### src/rtl/stack_pkg.sv
// Shared opcode and FSM state definitions for the stack sequencer.
package stack_pkg;

  localparam logic [2:0] OP_NOP  = 3'd0;
  localparam logic [2:0] OP_PUSH = 3'd1;
  localparam logic [2:0] OP_POP  = 3'd2;
  localparam logic [2:0] OP_PEEK = 3'd3;
  localparam logic [2:0] OP_DUP  = 3'd4;
  localparam logic [2:0] OP_SWAP = 3'd5;

  typedef enum logic [1:0] {
    S_IDLE,
    S_EXEC,
    S_SWAP2,
    S_RESP
  } state_e;

endpackage

### src/rtl/stack_ctrl.sv
// Stack sequencer driving a Stack_Memory port; one response per accepted request.
// Define STACK_CTRL_HWM_EN to add the hwm (high-water-mark) output.
module stack_ctrl
  import stack_pkg::*;
#(
  parameter int DATA_W    = 32,
  parameter int ADDR_BITS = 5
) (
  input  logic                 clk,
  input  logic                 reset,
  input  logic                 op_valid,
  output logic                 op_ready,
  input  logic [2:0]           op_code,
  input  logic [DATA_W-1:0]    op_data,
  output logic                 rsp_valid,
  output logic [DATA_W-1:0]    rsp_data,
  output logic                 rsp_err,
  output logic [ADDR_BITS-1:0] count,
  output logic                 StackWrite,
  output logic [ADDR_BITS-1:0] SP,
  output logic [DATA_W-1:0]    write_data,
  input  logic [DATA_W-1:0]    read1,
  input  logic [DATA_W-1:0]    read2
`ifdef STACK_CTRL_HWM_EN
  ,
  output logic [ADDR_BITS-1:0] hwm
`endif
);

  localparam logic [ADDR_BITS-1:0] FULL = '1;
  localparam logic [ADDR_BITS-1:0] ONE  = ADDR_BITS'(1);
  localparam logic [ADDR_BITS-1:0] TWO  = ADDR_BITS'(2);

  state_e                state_q, state_d;
  logic [2:0]            op_q, op_d;
  logic                  err_q, err_d;
  logic [ADDR_BITS-1:0]  count_q, count_d;
  logic [ADDR_BITS-1:0]  sp_q, sp_d;
  logic                  we_q, we_d;
  logic [DATA_W-1:0]     wdata_q, wdata_d;
  logic                  rsp_valid_q, rsp_valid_d;
  logic                  rsp_err_q, rsp_err_d;
  logic [DATA_W-1:0]     rsp_data_q, rsp_data_d;
  logic                  accept;
  logic                  req_err;

  assign accept = op_valid && (state_q == S_IDLE);

  always_comb begin
    req_err = 1'b0;
    case (op_code)
      OP_NOP:           req_err = 1'b0;
      OP_PUSH:          req_err = (count_q == FULL);
      OP_POP, OP_PEEK:  req_err = (count_q == '0);
      OP_DUP:           req_err = (count_q == FULL) || (count_q == '0);
      OP_SWAP:          req_err = (count_q < TWO);
      default:          req_err = 1'b1;
    endcase
  end

  always_comb begin
    state_d     = state_q;
    op_d        = op_q;
    err_d       = err_q;
    count_d     = count_q;
    sp_d        = sp_q;
    we_d        = we_q;
    wdata_d     = wdata_q;
    rsp_valid_d = rsp_valid_q;
    rsp_err_d   = rsp_err_q;
    rsp_data_d  = rsp_data_q;
    case (state_q)
      S_IDLE: begin
        if (accept) begin
          state_d = S_EXEC;
          op_d    = op_code;
          err_d   = req_err;
          if (!req_err) begin
            case (op_code)
              OP_PUSH: begin
                sp_d    = count_q;
                we_d    = 1'b1;
                wdata_d = op_data;
              end
              OP_POP, OP_PEEK: sp_d = count_q - ONE;
              OP_DUP: begin
                sp_d = count_q;
                we_d = 1'b1;
              end
              OP_SWAP: begin
                sp_d = count_q - ONE;
                we_d = 1'b1;
              end
              default: ;
            endcase
          end
        end
      end
      S_EXEC: begin
        we_d        = 1'b0;
        state_d     = S_RESP;
        rsp_valid_d = 1'b1;
        rsp_err_d   = err_q;
        rsp_data_d  = '0;
        if (!err_q) begin
          case (op_q)
            OP_PUSH: count_d = count_q + ONE;
            OP_POP: begin
              rsp_data_d = read1;
              count_d    = count_q - ONE;
            end
            OP_PEEK: rsp_data_d = read1;
            OP_DUP: begin
              rsp_data_d = read2;
              count_d    = count_q + ONE;
            end
            OP_SWAP: begin
              // wdata_q doubles as the swap temporary holding the old top
              rsp_data_d  = read2;
              wdata_d     = read1;
              sp_d        = count_q - TWO;
              we_d        = 1'b1;
              rsp_valid_d = 1'b0;
              state_d     = S_SWAP2;
            end
            default: ;
          endcase
        end
      end
      S_SWAP2: begin
        we_d        = 1'b0;
        state_d     = S_RESP;
        rsp_valid_d = 1'b1;
        rsp_err_d   = 1'b0;
      end
      S_RESP: begin
        rsp_valid_d = 1'b0;
        rsp_err_d   = 1'b0;
        state_d     = S_IDLE;
      end
      default: state_d = S_IDLE;
    endcase
  end

  always_ff @(posedge clk or posedge reset) begin
    if (reset) begin
      state_q     <= S_IDLE;
      op_q        <= OP_NOP;
      err_q       <= 1'b0;
      count_q     <= '0;
      sp_q        <= '0;
      we_q        <= 1'b0;
      wdata_q     <= '0;
      rsp_valid_q <= 1'b0;
      rsp_err_q   <= 1'b0;
      rsp_data_q  <= '0;
    end else begin
      state_q     <= state_d;
      op_q        <= op_d;
      err_q       <= err_d;
      count_q     <= count_d;
      sp_q        <= sp_d;
      we_q        <= we_d;
      wdata_q     <= wdata_d;
      rsp_valid_q <= rsp_valid_d;
      rsp_err_q   <= rsp_err_d;
      rsp_data_q  <= rsp_data_d;
    end
  end

  // DUP and SWAP write the word read back through read2 during EXEC
  assign write_data = (state_q == S_EXEC && !err_q && (op_q == OP_DUP || op_q == OP_SWAP))
                      ? read2 : wdata_q;

  assign op_ready   = (state_q == S_IDLE);
  assign rsp_valid  = rsp_valid_q;
  assign rsp_err    = rsp_err_q;
  assign rsp_data   = rsp_data_q;
  assign count      = count_q;
  assign StackWrite = we_q;
  assign SP         = sp_q;

`ifdef STACK_CTRL_HWM_EN
  logic [ADDR_BITS-1:0] hwm_q, hwm_d;

  always_comb begin
    hwm_d = hwm_q;
    if (count_q > hwm_q) hwm_d = count_q;
  end

  always_ff @(posedge clk or posedge reset) begin
    if (reset) hwm_q <= '0;
    else       hwm_q <= hwm_d;
  end

  assign hwm = hwm_q;
`endif

endmodule

### config.mk
export PLATFORM = sky130hd
export DESIGN_NAME = stack_ctrl
export DESIGN_NICKNAME = d
export VERILOG_FILES = /design/src/rtl/stack_pkg.sv /design/src/rtl/stack_ctrl.sv
export SDC_FILE = /design/constraint.sdc
export NUM_CORES = 1
export LEC_CHECK = 0
export CORE_ASPECT_RATIO = 0.8
export CORE_UTILIZATION = 48
export CTS_BUF_LIST = sky130_fd_sc_hd__clkbuf_4 sky130_fd_sc_hd__clkbuf_8
export DETAILED_ROUTE_END_ITERATION = 7
export PLACE_DENSITY = 0.88
export SETUP_SLACK_MARGIN = 0.5
export SLEW_MARGIN = 20
export SYNTH_ARGS = -nofsm -noshare
export SYNTH_HDL_FRONTEND = slang
export SYNTH_SLANG_ARGS = --single-unit
### constraint.sdc
create_clock -name clk -period 4.27 [get_ports clk]
set_input_delay 0.427 -clock clk [delete_from_list [all_inputs] [get_ports clk]]
set_output_delay 0.427 -clock clk [all_outputs]
set_load 0.1 [all_outputs]
=== Word level (Yosys, flattened, before mapping) ===
Index checks and enable logic that the tools add are counted.

* Add/sub/neg operators: 3
* $lt $le $gt $ge: 1
* Equality and inequality tests: 21
* Mux-type cells: 31
* Bitwise logic cells: 1
* Reduce and logical (&&, ||, !) cells: 27

{| class="wikitable"
|+ Operators with widths
! cell !! number
|-
| 32-bit two-way mux || 7
|-
| 32-bit one-hot mux with 2 select lines || 2
|-
| 5-bit one-hot mux with 2 select lines || 3
|-
| 5-bit two-way mux || 4
|-
| 3-bit by 2-bit == test with 1-bit output, second input constant || 4
|-
| 3-bit == test, second input constant || 4
|-
| 6-bit AND reduction || 2
|-
| 2-bit OR reduction || 6
|-
| 1-bit two-way mux || 9
|-
| 2-bit one-hot mux with 4 select lines || 1
|-
| 3-bit by 1-bit == test with 1-bit output, second input constant || 2
|-
| 2-bit by 1-bit != test with 1-bit output, second input constant || 3
|-
| 2-bit != test, second input constant || 3
|-
| 1-bit one-hot mux with 3 select lines || 2
|-
| 2-bit nonzero test || 3
|-
| 3-bit nonzero test || 2
|-
| 3-bit OR reduction || 2
|-
| 5-bit by 1-bit adder with 5-bit output, second input constant || 1
|-
| 5-bit == test, second input constant || 1
|-
| 5-bit zero test || 1
|-
| 5-bit by 2-bit < comparator with 1-bit output, second input constant || 1
|-
| 1-bit one-hot mux with 5 select lines || 1
|-
| 5-bit by 1-bit subtractor with 5-bit output, second input constant || 1
|-
| 5-bit by 2-bit subtractor with 5-bit output, second input constant || 1
|-
| 14 further kinds || 18
|}

* Bits in registers: 83
* Bits of input ports: 102
* Output and inout port bits: 78
* Word-level logic and storage cells: 94

=== Depth between registers and ports, before layout ===
* Depth after elaboration: 6
* Depth in mapped cells: 10
* Gate-level depth less buffers: 8

=== Worst setup path after synthesis ===
OpenSTA, ideal clock, no wires.

* Path kind: register -> register
* Start: register state_q[0]
* End: register sp_q[0] (netlist: SP[0])
* Setup time: 0.126 ns
* Arrival: 2.638 ns
* Required time: 4.144 ns
* Path slack: 1.507 ns
* Stages on the path, launching flop included: 9
* Path buffers: 1
* Period minus slack after synthesis: 2.763 ns
* Cells stage by stage: dfrtp_1 inv_1 ha_1 buf_4 nand2_1 nor2_1 nand3_1 a221o_2 mux2_2

* Word-level cells in the longest chain between the ends: 4
* Elaborated cells on any way between the ends: 11
* Classes of those cells: 6 x eq/ne; 1 x mux; 4 x reduce/logical

{| class="wikitable"
|+ Ends and longest elaborated chain
! item !! RTL line !! text
|-
| from (decl) || stack_ctrl.sv:34 || <nowiki>state_e state_q, state_d;</nowiki>
|-
| from (signal assigned) || stack_ctrl.sv:158 || <nowiki>state_q <= state_d;</nowiki>
|-
| 2-bit zero test * || n/a ||
|-
| via op_ready || stack_ctrl.sv:12 || <nowiki>output logic op_ready,</nowiki>
|-
| 1-bit logical AND || stack_ctrl.sv:47 || <nowiki>assign accept = op_valid && (state_q == S_IDLE);</nowiki>
|-
| 2-bit by 1-bit != test with 1-bit output (no line) || n/a ||
|-
| 6-bit AND reduction (no line) || n/a ||
|-
| to (signal assigned) || stack_ctrl.sv:162 || <nowiki>sp_q <= sp_d;</nowiki>
|-
| to (decl) || stack_ctrl.sv:38 || <nowiki>logic [ADDR_BITS-1:0] sp_q, sp_d;</nowiki>
|}

Mark *: on every way through the listed nets, which the timed path passes. The rest lies on a longest branch.
A chain may end at the register's enable or synchronous reset.

=== Worst setup path after layout ===
* Start: register state_q[1]
* End: output write_data[20]

* Word-level cells in the longest chain between the ends: 4

{| class="wikitable"
|+ Ends and longest elaborated chain
! item !! RTL line !! text
|-
| 2-bit by 1-bit == test with 1-bit output || stack_ctrl.sv:172 || <nowiki>assign write_data = (state_q == S_EXEC && !err_q && (op_q == OP_DUP || op_q == OP_SWAP))</nowiki>
|-
| 1-bit logical AND (2 in a row) || stack_ctrl.sv:172 ||
|-
| 32-bit two-way mux || stack_ctrl.sv:173 || <nowiki>? read2 : wdata_q;</nowiki>
|-
| to (decl) || stack_ctrl.sv:21 || <nowiki>output logic [DATA_W-1:0] write_data,</nowiki>
|}

Every way passes these cells.

==> key figures <==
Outcome
  – Status: finished clean

Timing
  – Setup_tns: 0 ns
  – Rel. slew slack: 32.5%
  – Worst slew pin tran: 1.01 ns
  – Pins Over Slew Limit: 0
  – Fin crit period: 3.46 ns
  – F_max: 0.289 GHz
  – Final Setup Violations: 0
  – Fin. Hold Viols: 0
  – RSZ-0062 raised after global routing: no
  – Final period util: 81.1%
  – Worst clock skew: 0.00762 ns

Routing
  – Initial drt markers: 220
  – DRT Wirelength: 12,900 µm
  – Routed wire per std cell: 16.1 µm
  – DR vias: 4,364
  – Final ANT Viol Nets: 0
  – First-pass detailed-route iteration total: 5
  – Avg Vias per Cell: 5.43
  – Residual DRC count: 0

Setup path
  – Crit path max fanout: 44
  – Cell at the slowest stage of the critical path: ha_2
  – CP endpoint kind: primary output
  – CP peak stage delay: 0.59 ns
  – Worst setup SP type: register
  – Data required time at the worst endpoint: 3.84 ns
  – Worst-path cell chain: inv_1, ha_2, buf_4, nand2_1, buf_4, nand2_1, nand2_1, buf_4
  – WP data arrival: 3.04 ns
  – Critical path class: register to primary output

Finish
  – Fill count: 634
  – Layout cell share with drive strength beyond 1: 10.6%
  – Final Cell Area: 0.00641 mm²
  – Reg area: 0.00208 mm²
  – Area growth from synthesis to layout: 44.7%
  – Nets: 802
  – Final antenna diode count: 0
  – Multi-input logic area: 0.00208 mm²

Floorplanning
  – Die W: 109 µm
  – Core Region: 0.00871 mm²
  – DIE HEIGHT: 87.9 µm
  – Starting density of the core: 50.9%
  – Row cnt: 30
  – Die area: 0.00962 mm²
  – Top-level I/O count: 180

Synth
  – Synth Net Count: 635
  – FF+latch count, synth: 83
  – Yosys top cell by area: dfrtp_1
  – Synth top area share: 46.9%
  – Ranking of synthesized cells by area: dfrtp_1 47%, nand2_1 15%, o221ai_1 6.3%, a21boi_0 5.4%, o21ai_0 4.7%
  – Synthesized area per cell: 8.52 µm²
  – Yosys cell types: 41
  – Fraction of the mapped netlist area in compound gates: 19.7%
  – Sequential area share after synthesis: 46.9%
  – Multiplexer area fraction after synthesis: 2.99%
  – Main combinational cell family by area after synthesis: compound AO/OA/AOI/OAI gates
  – Post-synthesis cell count: 520
  – Post-Synth Adder-Cell Area: 3.67%
  – Post-synthesis cell area: 0.00443 mm²
  – XOR/XNOR Fraction of Synth Area: 1.98%
  – Synth warn: 0
  – Fraction of the mapped netlist area in simple logic gates: 18.6%

Placement
  – DPL Wire Length: 9260 µm
  – DP Area: 0.00621 mm²
  – RePlAce Congestion: 0.863
  – # port buffers: 179

Clock tree
  – Post-CTS setup buffer count: 0
  – # hold bufs at CTS: 0
  – Post_cts resized: 0
  – Clock Tree Root: clkbuf_8
  – Worst-path clk slew: 0.08 ns
  – CTS tree: built
  – Clock Path Buffers: 2
  – Clock sink count: 83
  – Total CTS buffers: 9
  – H-tree Lvls: 3
  – Clk Latency, worst-skew pair: 0.36 ns

GRT
  – Number of global-route vias before repair: 4,311
  – Largest net degree at the start of global routing: 65
  – Global-route wire length before repair: 20,300 µm
  – GRT Overall Usage: 27.7%
  – Initial antenna violation count: 0
  – Overflow after GRT: 0

Hold path
  – Worst Hold Class: register to register

Run
  – Max-cap violation count: 0
## Yosys cell counts, drive strengths merged
library cell / n
xor2: 4
a22oi: 1
a221o: 1
nand4: 1
nor2: 10
clkbuf: 24
or2: 1
a21boi: 32
inv: 40
a21o: 2
o311ai: 1
and3: 1
nand3b: 1
o41ai: 1
mux2i: 2
o221ai: 32
nor2b: 2
and2b: 1
ha: 13
a211oi: 1
o31ai: 1
nand2: 177
o21ai: 43
dfrtp: 83
nor3b: 3
buf: 5
clkinv: 1
and3b: 1
a21oi: 10
nor3: 3
xnor2: 6
o2111ai: 1
and2: 1
o22ai: 1
nand3: 3
mux2: 10
## sequential cells by signal, summed over array words and instances (netlist names)
signal and flops:
SP 5, StackWrite 1, count 5, err_q 1
op_q 3, rsp_data 32, rsp_err 1, rsp_valid 1
state_q 2, wdata_q 32
## critical path, delay by kind of cell, from the launching register on
kind                       cells  cell delay [ns]
adders and majority gates      1             0.59
buffers and inverters          4             1.20
DFF                            1             0.44
and+or+nand+nor                3             0.40
## placed cells by master, fill, tap and decap left out, types with 6 or more instances in the layout
master,count
nand2_1,177
a21boi_0,32
a21oi_1,10
xnor2_1,6
ha_1,12
dfrtp_1,83
clkdlybuf4s50_1,147
nor2_1,10
buf_4,38
o221ai_1,32
clkbuf_8,10
o21ai_0,42
mux2_2,10
inv_1,39
## kinds of logic (layout without fill, tap and decap cells)
| logic type | after synthesis | after routing |
|---|---|---|
| simple gates | 205 | 205 |
| compound gates | 127 | 127 |
| flops | 83 | 83 |
| buf+inv | 70 | 241 |
| fa+ha+maj | 13 | 13 |
| mux | 12 | 12 |
| xor+xnor | 10 | 10 |
## area by class of cell
cell class                      instances  area share (%)
Clock buffer                           11            2.26
Clock inverter                          4           0.800
Inverter                               41            2.44
Multi-Input combinational cell        367            32.5
Sequential cell                        83            32.4
Tap cell                              112            2.19
Timing Repair Buffer                  185            27.4
## per-stage QoR
step | hold WS [ns] | setup slack [ns] | util (%) | std cells
global placement | 0.461 | 1.09 | 71.3 | 788
detailed placement | 0.470 | 0.891 | 71.3 | 788
global route | 0.511 | 0.531 | 73.6 | 803
floorplan | 0.450 | 1.51 | - | 520
finish | 0.485 | 0.806 | 73.6 | 803
CTS | 0.489 | 0.576 | 73.6 | 803
## per-layer routing
metal	wire [µm]	vias up	GRT usage (%)
met1	5370	2088	33.5
li1	-	2072	-
met5	0	-	0
met3	967	24	6.18
met4	263	0	9.33
met2	6320	180	49.1
## final timing paths
check	startpoint	to	slack [ns]	cells past startpoint
min in group asynchronous	reset	rsp_data[2]	0.55	2
min reg2reg	wdata_q[21]	wdata_q[21]	0.48	2
max in group asynchronous	reset	rsp_data[28]	2.87	3
max reg2reg	state_q[1]	wdata_q[4]	0.91	7
max	state_q[1]	write_data[20]	0.81	8
min	wdata_q[21]	wdata_q[21]	0.48	2
Power is left out: the tool's default activity adds up to more than one toggle a clock period on the data nets, which glitch-free logic cannot reach.
